===== src/rtl/dram_arbiter_pkg.sv =====
// Shared types and default widths for the two-requester DRAM port arbiter.
package dram_arbiter_pkg;

   typedef enum logic [1:0] {
      ArbIdle   = 2'd0,
      ArbGrant0 = 2'd1,
      ArbGrant1 = 2'd2,
      ArbTurn   = 2'd3
   } arb_state_e;

   localparam int unsigned DefAddrW      = 32;
   localparam int unsigned DefDataW      = 256;
   localparam int unsigned DefTimeoutCyc = 1024;

endpackage


===== src/rtl/dram_arbiter_if.sv =====
// One cache-line request/response port; used for both requester and DRAM sides.
interface dram_arbiter_if #(
   parameter int unsigned ADDR_W = 32,
   parameter int unsigned DATA_W = 256
);

   logic              cs;
   logic              we;
   logic [ADDR_W-1:0] addr;
   logic [DATA_W-1:0] wdata;
   logic [DATA_W-1:0] rdata;
   logic              ack;

   // master issues the transaction, slave completes it
   modport master (
      output cs, we, addr, wdata,
      input  rdata, ack
   );

   modport slave (
      input  cs, we, addr, wdata,
      output rdata, ack
   );

endinterface


===== src/rtl/dram_arbiter_rr_pick2.sv =====
// Two-way round-robin pick: on a tie the requester not granted last time wins.
module dram_arbiter_rr_pick2 (
   input  logic [1:0] req,
   input  logic       last,
   output logic       grant_valid,
   output logic       grant_idx
);

   assign grant_valid = |req;
   assign grant_idx   = (&req) ? ~last : req[1];

endmodule


===== src/rtl/dram_arbiter.sv =====
// Shares one DRAM port between the I-cache (m0) and D-cache (m1) with a
// round-robin FSM, a one-cycle turnaround between owners and a sticky watchdog.
module dram_arbiter
   import dram_arbiter_pkg::*;
#(
   parameter int unsigned ADDR_W      = DefAddrW,
   parameter int unsigned DATA_W      = DefDataW,
   parameter int unsigned TIMEOUT_CYC = DefTimeoutCyc
) (
   input  logic            clk,
   input  logic            rst,
   dram_arbiter_if.slave   m0,
   dram_arbiter_if.slave   m1,
   dram_arbiter_if.master  dram,
   output logic            timeout_err
);

   localparam int unsigned WdW = (TIMEOUT_CYC > 2) ? $clog2(TIMEOUT_CYC) : 1;
   localparam logic [WdW-1:0] WdLast = WdW'(TIMEOUT_CYC - 1);

   arb_state_e     state_q;
   logic           last_grant_q;
   logic [WdW-1:0] wd_cnt_q;
   logic           err_q;

   logic              pick_valid;
   logic              pick_idx;
   logic              granted;
   logic              own_idx;
   logic              own_cs;
   logic              sel_we;
   logic [ADDR_W-1:0] sel_addr;
   logic [DATA_W-1:0] sel_wdata;

   dram_arbiter_rr_pick2 u_pick (
      .req         ({m1.cs, m0.cs}),
      .last        (last_grant_q),
      .grant_valid (pick_valid),
      .grant_idx   (pick_idx)
   );

   assign granted     = (state_q == ArbGrant0) || (state_q == ArbGrant1);
   assign own_idx     = (state_q == ArbGrant1);
   assign own_cs      = own_idx ? m1.cs : m0.cs;
   assign timeout_err = err_q;

   // Priority inside a grant: ack, then watchdog expiry, then requester abort.
   always_ff @(posedge clk) begin
      if (!rst) begin
         state_q      <= ArbIdle;
         last_grant_q <= 1'b1;
         wd_cnt_q     <= '0;
         err_q        <= 1'b0;
      end else begin
         unique case (state_q)
            ArbIdle: begin
               if (pick_valid) begin
                  state_q      <= pick_idx ? ArbGrant1 : ArbGrant0;
                  last_grant_q <= pick_idx;
                  wd_cnt_q     <= '0;
               end
            end
            ArbGrant0, ArbGrant1: begin
               if (dram.ack) begin
                  state_q <= ArbTurn;
               end else if (wd_cnt_q == WdLast) begin
                  err_q   <= 1'b1;
                  state_q <= ArbTurn;
               end else if (!own_cs) begin
                  state_q <= ArbTurn;
               end else begin
                  wd_cnt_q <= wd_cnt_q + 1'b1;
               end
            end
            ArbTurn: state_q <= ArbIdle;
            default: state_q <= ArbIdle;
         endcase
      end
   end

   always_comb begin
      sel_we    = own_idx ? m1.we    : m0.we;
      sel_addr  = own_idx ? m1.addr  : m0.addr;
      sel_wdata = own_idx ? m1.wdata : m0.wdata;

      dram.cs    = granted;
      dram.we    = granted & sel_we;
      dram.addr  = granted ? sel_addr  : '0;
      dram.wdata = granted ? sel_wdata : '0;

      m0.ack   = (state_q == ArbGrant0) & dram.ack;
      m1.ack   = (state_q == ArbGrant1) & dram.ack;
      m0.rdata = m0.ack ? dram.rdata : '0;
      m1.rdata = m1.ack ? dram.rdata : '0;
   end

endmodule


===== src/flat_wrapper.sv =====
// flat-port wrapper written by rule: the top's interface ports become plain ports
module dram_arbiter_flat import dram_arbiter_pkg::*;
#(
   parameter int unsigned ADDR_W      = DefAddrW,
   parameter int unsigned DATA_W      = DefDataW,
   parameter int unsigned TIMEOUT_CYC = DefTimeoutCyc
)
  (clk, rst, timeout_err, m0_cs, m0_we, m0_addr, m0_wdata, m0_rdata, m0_ack, m1_cs, m1_we, m1_addr, m1_wdata, m1_rdata, m1_ack, dram_cs, dram_we, dram_addr, dram_wdata, dram_rdata, dram_ack);
  dram_arbiter_if #(.ADDR_W(ADDR_W), .DATA_W(DATA_W)) m0_i ();
  dram_arbiter_if #(.ADDR_W(ADDR_W), .DATA_W(DATA_W)) m1_i ();
  dram_arbiter_if #(.ADDR_W(ADDR_W), .DATA_W(DATA_W)) dram_i ();
  input  logic clk;
  input  logic rst;
  output logic timeout_err;
  input wire logic [$bits(m0_i.cs)-1:0] m0_cs;
  input wire logic [$bits(m0_i.we)-1:0] m0_we;
  input wire logic [$bits(m0_i.addr)-1:0] m0_addr;
  input wire logic [$bits(m0_i.wdata)-1:0] m0_wdata;
  output wire logic [$bits(m0_i.rdata)-1:0] m0_rdata;
  output wire logic [$bits(m0_i.ack)-1:0] m0_ack;
  input wire logic [$bits(m1_i.cs)-1:0] m1_cs;
  input wire logic [$bits(m1_i.we)-1:0] m1_we;
  input wire logic [$bits(m1_i.addr)-1:0] m1_addr;
  input wire logic [$bits(m1_i.wdata)-1:0] m1_wdata;
  output wire logic [$bits(m1_i.rdata)-1:0] m1_rdata;
  output wire logic [$bits(m1_i.ack)-1:0] m1_ack;
  output wire logic [$bits(dram_i.cs)-1:0] dram_cs;
  output wire logic [$bits(dram_i.we)-1:0] dram_we;
  output wire logic [$bits(dram_i.addr)-1:0] dram_addr;
  output wire logic [$bits(dram_i.wdata)-1:0] dram_wdata;
  input wire logic [$bits(dram_i.rdata)-1:0] dram_rdata;
  input wire logic [$bits(dram_i.ack)-1:0] dram_ack;
  assign m0_i.cs = m0_cs;
  assign m0_i.we = m0_we;
  assign m0_i.addr = m0_addr;
  assign m0_i.wdata = m0_wdata;
  assign m0_rdata = m0_i.rdata;
  assign m0_ack = m0_i.ack;
  assign m1_i.cs = m1_cs;
  assign m1_i.we = m1_we;
  assign m1_i.addr = m1_addr;
  assign m1_i.wdata = m1_wdata;
  assign m1_rdata = m1_i.rdata;
  assign m1_ack = m1_i.ack;
  assign dram_cs = dram_i.cs;
  assign dram_we = dram_i.we;
  assign dram_addr = dram_i.addr;
  assign dram_wdata = dram_i.wdata;
  assign dram_i.rdata = dram_rdata;
  assign dram_i.ack = dram_ack;
  dram_arbiter #(.ADDR_W(ADDR_W), .DATA_W(DATA_W), .TIMEOUT_CYC(TIMEOUT_CYC)) u_core (.clk(clk), .rst(rst), .m0(m0_i), .m1(m1_i), .dram(dram_i), .timeout_err(timeout_err));
endmodule

===== config.mk =====
export PLATFORM = sky130hd
export DESIGN_NAME = dram_arbiter_flat
export DESIGN_NICKNAME = d
export VERILOG_FILES = /design/src/rtl/dram_arbiter_pkg.sv /design/src/rtl/dram_arbiter_if.sv /design/src/rtl/dram_arbiter_rr_pick2.sv /design/src/rtl/dram_arbiter.sv /design/src/flat_wrapper.sv
export SDC_FILE = /design/constraint.sdc
export NUM_CORES = 1
export LEC_CHECK = 0
export ABC_AREA = 1
export ABC_CLOCK_PERIOD_IN_PS = 3400
export BUFFER_PORTS_ARGS = -buffer_cell sky130_fd_sc_hd__buf_4
export CAP_MARGIN = 10
export CORE_AREA = 3 3 632 634
export CTS_CLUSTER_DIAMETER = 40
export DETAILED_ROUTE_END_ITERATION = 6
export DIE_AREA = 0 0 635 637
export MAX_ROUTING_LAYER = met4
export SYNTH_ARGS = -nofsm -noshare
export SYNTH_HDL_FRONTEND = slang
export SYNTH_SLANG_ARGS = --single-unit

===== constraint.sdc =====
create_clock -name clk -period 3.4 [get_ports clk]
set_clock_uncertainty 0.15 [all_clocks]
set_input_delay 0.17 -clock clk [delete_from_list [all_inputs] [get_ports clk]]
set_output_delay 0.17 -clock clk [all_outputs]
set_load 0.005 [all_outputs]

Word-level counts from Yosys, hierarchy flattened. Index checks and enable logic that the tools add are counted.

Div/mod/pow operators: 0. Bitwise logic cells: 5. Add/sub/neg operators: 1. Order comparisons: 0. Eq/ne operators: 9. Multiplexer cells: 20. Shift operators: 0. $mul: 0. Reduce and logical (&&, ||, !) cells: 10.

Operators by type and width (count): $mux 256 (4); $mux 32 (2); $mux 10 (4); $pmux 10 s2 (1); $add 10x1->10 const B (1); $eq 10x10->1 const B (1); $mux 2 (5); $pmux 2 s3 (1); $reduce_and 2->1 (3); $reduce_and 5->1 (1); $eq 2x2->1 const B (2); $ne 2x1->1 const B (2); $ne 2x2->1 const B (2); $ne 4x4->1 const B (1); $reduce_or 2->1 (2); $and 1x1->1 (3); $mux 1 (3); $reduce_and 3->1 (1); $eq 2x1->1 const B (1); $logic_not 2->1 (1); $not 1->1 (2); $reduce_bool 2->1 (1); $logic_or 1x1->1 (1).

Bits in read-only memories: 0. Logic and storage cells: 49. Memory bits (writable): 0. Memories: 0. Bits in registers: 14. Output and inout bits: 805. Bits in latches: 0. Bits of input ports: 839.

Depth between registers and ports, before layout. Gate-level depths: netlist (run 1).

Depth in word-level cells: 6. Depth in mapped cells: 10.

By module. A second synthesis (run 1) with hierarchy kept.

Cells, all modules: 1944. Area, all modules: 8245.4 µm².

By module, submodules not included: dram_arbiter (area an instance 8230.4 µm², times used 1, cells an instance 1941); dram_arbiter_rr_pick2 (area an instance 15.0 µm², times used 1, cells an instance 3).

Least setup slack after synthesis (run 1). No wires, ideal clock.

Path type: register -> output. From: reg u_core.state_q[0]. To: out dram_addr[0]. Required time: 3.080 ns. Data arrival time: 1.499 ns. Setup slack: 1.581 ns. Stages on the path, launching flop included: 8. Cell sequence: dfxtp_1 > inv_1 > ha_1 > buf_4 > buf_2 > clkbuf_1 > o21ai_0 > nor2_1.

Cells in the longest elaborated chain, start to end: 3. Elaborated cells between the ends (all ways): 5. Classes of those cells: eq/ne (2); mux (2); reduce/logical (1).

RTL lines: from (decl) (line dram_arbiter.sv:21) `arb_state_e state_q;`; from (signal assigned) (line dram_arbiter.sv:50) `state_q <= ArbIdle;`; from (signal assigned) (line dram_arbiter.sv:58) `state_q <= pick_idx ? ArbGrant1 : ArbGrant0;`; from (signal assigned) (line dram_arbiter.sv:65) `state_q <= ArbTurn;`; $eq 2x1->1 / $eq 2x2->1 (equally long branches) (line dram_arbiter.sv:42) `assign granted = (state_q == ArbGrant0) || (state_q == ArbGrant1);`; $logic_or 1x1->1 (*) (line dram_arbiter.sv:42); named net dram_cs (line flat_wrapper.sv:27) `output wire logic [$bits(dram_i.cs)-1:0] dram_cs;`; $mux 32 (*) (line dram_arbiter.sv:88) `dram.addr = granted ? sel_addr : '0;`; to (decl) (line flat_wrapper.sv:29) `output wire logic [$bits(dram_i.addr)-1:0] dram_addr;`.

Mark *: on every way through the listed nets, which the timed path passes. The rest lies on a longest branch.

Final worst setup path (run 1).
From: reg u_core.state_q[0]. To: out dram_wdata[41].

Cells in the longest elaborated chain, start to end: 3. Elaborated cells between the ends (all ways): 5. Classes of those cells: eq/ne (2); mux (2); reduce/logical (1).

RTL lines: $eq 2x2->1 / $eq 2x1->1 (equally long branches) (line dram_arbiter.sv:42, dram_arbiter.sv:43); $mux 256 / $logic_or 1x1->1 (equally long branches) (line dram_arbiter.sv:84, dram_arbiter.sv:42); $mux 256 (*) (line dram_arbiter.sv:89) `dram.wdata = granted ? sel_wdata : '0;`; to (decl) (line flat_wrapper.sv:30) `output wire logic [$bits(dram_i.wdata)-1:0] dram_wdata;`.

Mark *: on every way between the ends. The rest lies on a longest branch, timed or not.

==> results of run 1 <==
==> cell type report <==
| cell class | instances | area, µm² | share of cell area (%) |
|---|---|---|---|
| diodes | 259 | 648 | 2.34 |
| multi-input cells | 1486 | 6190 | 22.4 |
| flip-flops and latches | 14 | 280 | 1.01 |
| repair buffers | 1683 | 12900 | 46.5 |
| well taps | 5242 | 6560 | 23.7 |
| clock buffers | 3 | 75.1 | 0.272 |
| inverters | 277 | 1050 | 3.79 |
==> logic make-up (layout without fill, tap and decap cells) <==
group	count (synthesis)	in the layout	share of synthesized area (%)
fa+ha+maj	4	4	0.610
buf+inv	431	1963	21.8
compound gates	312	312	19.4
xor+xnor	1	1	0.107
simple gates	1169	1169	54.6
other cells	0	259	0
flops	14	14	3.41
==> layer usage <==
metal / vias to the layer above / global-route usage, %
met5: - / -
met4: 0 / 5.68
met3: 605 / 14.4
met2: 2135 / 31.2
met1: 9856 / 18.2
li1: 9151 / -
==> power groups by stage <==
stage	clock network [mW]	logic (mW)	registers (mW)
6_report	0.229	14.2	0.218
5_1_grt	0.236	15.1	0.221
4_1_cts	0.226	14.8	0.217
3_5_place_dp	0	14.7	0.220
3_3_place_gp	0	14.6	0.217
2_1_floorplan	0	3.57	0.213
==> worst max path at each step <==
| stage | start | to | slack (ps) | cells after the start |
|---|---|---|---|---|
| finish | u_core.state_q[0] | dram_wdata[41] | 250 | 7 |
| global route | u_core.state_q[0] | dram_wdata[38] | 20 | 7 |
| CTS | u_core.state_q[0] | dram_wdata[141] | 90 | 6 |
| detailed placement | u_core.state_q[0] | dram_wdata[141] | 350 | 6 |
| global placement | u_core.state_q[0] | dram_wdata[45] | 240 | 6 |
| floorplan | u_core.state_q[0] | dram_addr[0] | 1580 | 7 |
==> sequential cells by signal, summed over array words and instances (netlist names) <==
register	count
u_core.timeout_err	1
u_core.wd_cnt_q	10
u_core.last_grant_q	1
u_core.state_q	2
==> cells in the final DEF, fill, tap and decap left out <==
| master | Yosys | final |
|---|---|---|
| o31ai_1 | 1 | 1 |
| clkbuf_16 | 0 | 3 |
| inv_2 | 2 | 1 |
| nand2_2 | 6 | 5 |
| inv_1 | 274 | 274 |
| nand2_8 | 0 | 1 |
| nor2_8 | 1 | 1 |
| o21ai_0 | 294 | 294 |
| a21oi_1 | 9 | 9 |
| clkinv_1 | 1 | 1 |
| nor2_2 | 0 | 1 |
| nand3_1 | 15 | 15 |
| diode_2 | 0 | 259 |
| ha_4 | 0 | 2 |
| a21oi_2 | 5 | 5 |
| dfxtp_1 | 14 | 14 |
| buf_8 | 0 | 1 |
| nand2_1 | 37 | 36 |
| nor2_4 | 1 | 1 |
| buf_12 | 1 | 16 |
| o211ai_2 | 1 | 1 |
| nand4_4 | 2 | 2 |
| nor3_1 | 1 | 1 |
| nor2_1 | 1105 | 1104 |
| nand4_1 | 1 | 1 |
| nand2_4 | 0 | 1 |
| o21ai_1 | 1 | 1 |
| inv_8 | 0 | 1 |
| xnor2_1 | 1 | 1 |
| a41oi_1 | 1 | 1 |
| ha_1 | 4 | 2 |
| buf_6 | 3 | 3 |
| buf_4 | 16 | 1663 |
==> results.json, run 1 <==
{
  "status": "complete, no violations",
  "finalWeightedCongestion": 1.20,
  "first_pass_iters": 7,
  "post_drt_wl_per_cell_um": 44.6,
  "areaGrowthSynthToFinish_pct": 237,
  "synth_top_area_cell": "nor2_1",
  "r2r_end": "u_core.wd_cnt_q[9]",
  "yosysSeqAreaShare_pct": 3.41,
  "tns_ps": 0,
  "final_cell_area_um2": 27600,
  "finalCriticalPeriod_ps": 3150,
  "via_per_inst": 2.43,
  "seqPwrFrac_pct": 1.5,
  "tightest_slew_ps": 1120,
  "synth_warnings": 0,
  "h-tree-depth": 1,
  "clkTransAtPathRegs_ps": 50,
  "r2r-start": "u_core.state_q[1]",
  "final_core_util_pct": 7.00,
  "post-place-ws_ps": 354,
  "synth_common_cells": "nor2_1, o21ai_0, inv_1",
  "period_share_pct": 92.7,
  "switching_share_pct": 68.2,
  "p_per_area_nw_per_um2": 530,
  "critPathBufInv": 4,
  "netlist_top_cells_area": "nor2_1, o21ai_0, inv_1, buf_2, dfxtp_1",
  "ctsHoldBuffers": 0,
  "setup_viol": 0,
  "power.share.clock_pct": 1.6,
  "synth-async-reset-ratio_pct": 0,
  "slew_viol_final": 0,
  "placed_cell_area_um2": 26900,
  "synth_ff_type": "dfxtp_1",
  "leakage_nw": 13.4,
  "grt_pass1_wl_um": 440000,
  "track_usage_pct": 19.4,
  "end_kind": "output pin",
  "synth.most_common_cell": "nor2_1",
  "antenna_found_initial": 504,
  "crit_path_top_delay_cell": "nor2_1",
  "root_buffer": "clkbuf_16",
  "synth_cells": 1931,
  "clk_latency_ps": 250,
  "die_y_um": 637,
  "required_ps": 3080,
  "die_x_um": 635,
  "reg2reg_slack_ps": 980,
  "rsz0062_at_grt": "false",
  "highest_layer": "met4",
  "crit_chain": "inv_1, ha_4, inv_8, buf_12, nor2_1, nor2_1, buf_4",
  "hp-start": "rst",
  "stdcell_count": 8964,
  "critPathTopFamily": "simple AND/OR/NAND/NOR gates",
  "syn-num-nets": 2774,
  "min_path_cells": 2,
  "hold_viol": 0,
  "rr_worst_depth": 7,
  "cts_buffers": 3,
  "fillCellCount": 47118,
  "dp_cells": 8702,
  "crit_type": "reg -> out",
  "first_iter_violations": 2399,
  "core-area_um2": 395000,
  "syn_avg_cell_area_um2": 4.25,
  "post_cts.repair.setup_buffers": 0,
  "worst_path_largest_cell_delay_ps": 850,
  "clock-sinks": 14,
  "ios": 1644,
  "cts_tree": "built",
  "met3WireLength_um": 63700,
  "crit_path_frequent_cell": "nor2_1",
  "drt_wl_total_um": 399000,
  "grt-ovfl-total": 0,
  "grt_max_degree": 92,
  "switching_power_mw": 10.0,
  "initial_core_util_pct": 2.08,
  "rows": 231,
  "syn_area_um2": 8210,
  "hpwl_um": 383000,
  "clockBufferDepth": 2,
  "hold_ws_ps": 39.9,
  "yosysUniqueCellTypes": 28,
  "drive_above_1_share_pct": 49.3,
  "internal_power_mw": 4.66,
  "drc_errors": 0,
  "ir_drop_v": 0.000367,
  "ys_ff_latch": 14,
  "ctsResizeCount": 0,
  "crit_fanout": 55,
  "arrival_ps": 2830,
  "yosysTopAreaCellShare_pct": 50.5,
  "cap_violations": 0,
  "final_nets": 4308,
  "min_path_type": "in -> reg",
  "comb_power_share_pct": 97.0,
  "wl_met2_um": 185000,
  "max_slew_margin_pct": 24.9,
  "ant_nets": 0,
  "min_to": "u_core.last_grant_q",
  "wl_met1_um": 136000,
  "synth_edf_count": 0,
  "fp.dieArea_um2": 404000,
  "dr_total_vias": 21747,
  "setup_slack_ps": 249,
  "io_buffers": 1643,
  "grt_pass1_vias": 18932,
  "max_freq_mhz": 317,
  "start_kind": "register",
  "total_power_mw": 14.7
}
No activity file was read; power rests on OpenSTA's default activity.
==> run 2: changes to the inputs <==
--- a/config.mk
+++ b/config.mk
@@ -5,14 +5,13 @@
 export SDC_FILE = /design/constraint.sdc
 export NUM_CORES = 1
 export LEC_CHECK = 0
-export ABC_AREA = 1
 export ABC_CLOCK_PERIOD_IN_PS = 3400
 export BUFFER_PORTS_ARGS = -buffer_cell sky130_fd_sc_hd__buf_4
 export CAP_MARGIN = 10
-export CORE_AREA = 3 3 632 634
+export CORE_AREA = 3 3 636 638
 export CTS_CLUSTER_DIAMETER = 40
 export DETAILED_ROUTE_END_ITERATION = 6
-export DIE_AREA = 0 0 635 637
+export DIE_AREA = 0 0 639 641
 export MAX_ROUTING_LAYER = met4
 export SYNTH_ARGS = -nofsm -noshare
 export SYNTH_HDL_FRONTEND = slang
==> run 2 against run 1 <==
Effect of this change:
- critical path depth did not move
- total power grew 9.7%
- critical endpoint is now dram_wdata[136]
- sequential power shrank 8%
- register-to-register slack got worse by 220 ps
- the flow now finishes with violations (negative setup slack)
==> results.json, run 2 <==
{
  "setup_slack_ps": -36.2,
  "syn_area_um2": 8820,
  "cap_violations": 0,
  "p_per_area_nw_per_um2": 547,
  "total_power_mw": 16.1,
  "largest-register": "u_core.wd_cnt_q",
  "stdcell_count": 8431,
  "initial_core_util_pct": 2.21,
  "via_per_inst": 2.37,
  "start_kind": "register",
  "rows": 232,
  "crit_path_top_delay_cell": "mux2i_1",
  "ios": 1644,
  "crit_type": "reg -> out",
  "areaGrowthSynthToFinish_pct": 234,
  "crit_path_frequent_cell": "buf_12",
  "synth_top_area_cell": "and3_1",
  "clockBufferDepth": 2,
  "min_path_type": "in -> reg",
  "hold_ws_ps": 85.3,
  "setup_viol": 1,
  "switching_power_mw": 9.69,
  "die_y_um": 641,
  "hold_viol": 0,
  "crit_path_start": "u_core.state_q[0]",
  "synth_common_cells": "and3_1, nor2_1, mux2i_1",
  "first_iter_violations": 1938,
  "internal_power_mw": 6.39,
  "synth_warnings": 0,
  "hpwl_um": 370000,
  "r2r-start": "u_core.state_q[0]",
  "seqPwrFrac_pct": 1.2,
  "end_kind": "output pin",
  "post_cts.repair.setup_buffers": 0,
  "grt_max_degree": 167,
  "finalWeightedCongestion": 1.41,
  "ir_drop_v": 0.000374,
  "ctsResizeCount": 5,
  "tightest_slew_ps": 1190,
  "required_ps": 3080,
  "synth.most_common_cell": "and3_1",
  "clk_latency_ps": 250,
  "netlist_top_cells_area": "and3_1, mux2i_1, nor2_1, clkbuf_1, dfxtp_1",
  "crit_end": "dram_wdata[136]",
  "clock-sinks": 14,
  "cts_tree": "built",
  "final_nets": 3794,
  "post_drt_wl_per_cell_um": 46.0,
  "status": "complete, but fails checks",
  "rsz0062_at_grt": "false",
  "synth_ff_type": "dfxtp_1",
  "ant_nets": 0,
  "ctsHoldBuffers": 0,
  "antenna_found_initial": 474,
  "syn_avg_cell_area_um2": 6.40,
  "syn-num-nets": 2221,
  "fillCellCount": 47002,
  "drive_above_1_share_pct": 62.0,
  "largest_reg_flops": 10,
  "cts_buffers": 3,
  "power.share.clock_pct": 1.6,
  "switching_share_pct": 60.3,
  "ys_ff_latch": 14,
  "die_x_um": 639,
  "period_share_pct": 101,
  "clkTransAtPathRegs_ps": 50,
  "root_buffer": "clkbuf_16",
  "drt_wl_total_um": 388000,
  "fp.dieArea_um2": 410000,
  "rr_worst_depth": 6,
  "layout_common_cells": "buf_4, and3_1, nor2_1",
  "yosysTopAreaCellShare_pct": 36.4,
  "finalCriticalPeriod_ps": 3440,
  "max_slew_margin_pct": 18.1,
  "crit_chain": "inv_1, ha_4, buf_12, buf_12, mux2i_1, nor2_1, buf_4",
  "io_buffers": 1643,
  "track_usage_pct": 18.6,
  "crit_fanout": 53,
  "dr_total_vias": 19969,
  "yosysUniqueCellTypes": 42,
  "reg2reg_slack_ps": 760,
  "max_freq_mhz": 291,
  "slew_viol_final": 0,
  "core-area_um2": 399000,
  "h-tree-depth": 1,
  "arrival_ps": 3120,
  "dp_cells": 8211,
  "drc_errors": 0,
  "final_common_cell": "buf_4",
  "grt_pass1_wl_um": 423000,
  "violations": "negative setup slack",
  "yosysSeqAreaShare_pct": 3.18,
  "worst_path_largest_cell_delay_ps": 1020,
  "first_pass_iters": 5,
  "grt_pass1_vias": 17383,
  "synth-async-reset-ratio_pct": 0,
  "synth_cells": 1378,
  "largest_registers": "u_core.wd_cnt_q (10), u_core.state_q (2)",
  "comb_power_share_pct": 97.2,
  "grt-ovfl-total": 0,
  "synth_edf_count": 0,
  "leakage_nw": 13.8,
  "r2r_end": "u_core.wd_cnt_q[3]"
}
[run 2: cell types whose count changed after synthesis, moves of 16 or more]
| cell | previous run | this run |
|---|---|---|
| inv_1 | 274 | 7 |
| nand2_1 | 37 | 11 |
| clkbuf_1 | 64 | 126 |
| mux2i_1 | 0 | 291 |
| o21ai_0 | 294 | 6 |
| and3_1 | 0 | 513 |
| buf_4 | 16 | 0 |
| nor2_1 | 1105 | 296 |
[run 2: power by group through the flow]
stage               sequential [mW]  clock [mW]  combinational (mW)
floorplan                     0.195           0                4.50
global placement              0.202           0                15.4
detailed placement            0.203           0                16.1
CTS                           0.200       0.257                16.2
global route                  0.202       0.265                16.6
finish                        0.200       0.255                15.6
[run 2: stage by stage]
| stage | setup slack, ps | setup TNS, ps | util, % | instance area (µm²) |
|---|---|---|---|---|
| after CTS | 21.1 | 0 | 7.23 | 28900 |
| after floorplan | 1540 | 0 | - | 8820 |
| after global placement | -708 | -10880 | 6.94 | 27700 |
| after detailed placement | -119 | -119 | 7.21 | 28800 |
| final | -36.2 | -36.2 | 7.37 | 29400 |
| after global routing | 18.1 | 0 | 7.37 | 29400 |
[run 2: worst min-delay path by stage]
stage	startpoint	to	cells after the start
2_1_floorplan	m1_cs	u_core.last_grant_q	2
3_3_place_gp	u_core.timeout_err	u_core.timeout_err	1
3_5_place_dp	u_core.timeout_err	u_core.timeout_err	1
4_1_cts	rst	u_core.last_grant_q	2
5_1_grt	rst	u_core.last_grant_q	2
6_report	rst	u_core.last_grant_q	2
[run 2: cell type report]
cell class	instances	area (µm²)	area share [%]
clock buffer	4	88.8	0.302
timing repair buffer	1750	13800	46.9
sequential	14	280	0.953
inverter	8	37.5	0.128
multi-input combinational	1174	8100	27.5
antenna	216	541	1.84
tap	5265	6590	22.4
[run 2: worst max-delay path: cells and delay by family, from the launching register on]
kind	cells	cell delay, ps
fa+ha+maj	1	340
buf+inv	4	920
flops	1	340
mux	1	1020
simple gates	1	100
[run 2: logic make-up after synthesis]
| kind of cell | Yosys count | synth area share (%) |
|---|---|---|
| buffers and inverters | 190 | 8.95 |
| AO/OA/AOI/OAI | 32 | 2.71 |
| AND/OR/NAND/NOR | 847 | 51.6 |
| flip-flops | 14 | 3.18 |
| multiplexers | 291 | 33.0 |
| adder cells (fa/ha/maj) | 4 | 0.568 |
[run 2: routing by layer]
metal	track usage, %	part of all wire (%)	vias to the layer above
met5	-	0	-
met4	5.42	4.2	0
met3	15.0	19	649
met2	28.8	44	2000
met1	17.3	32	8975
li1	-	-	8345
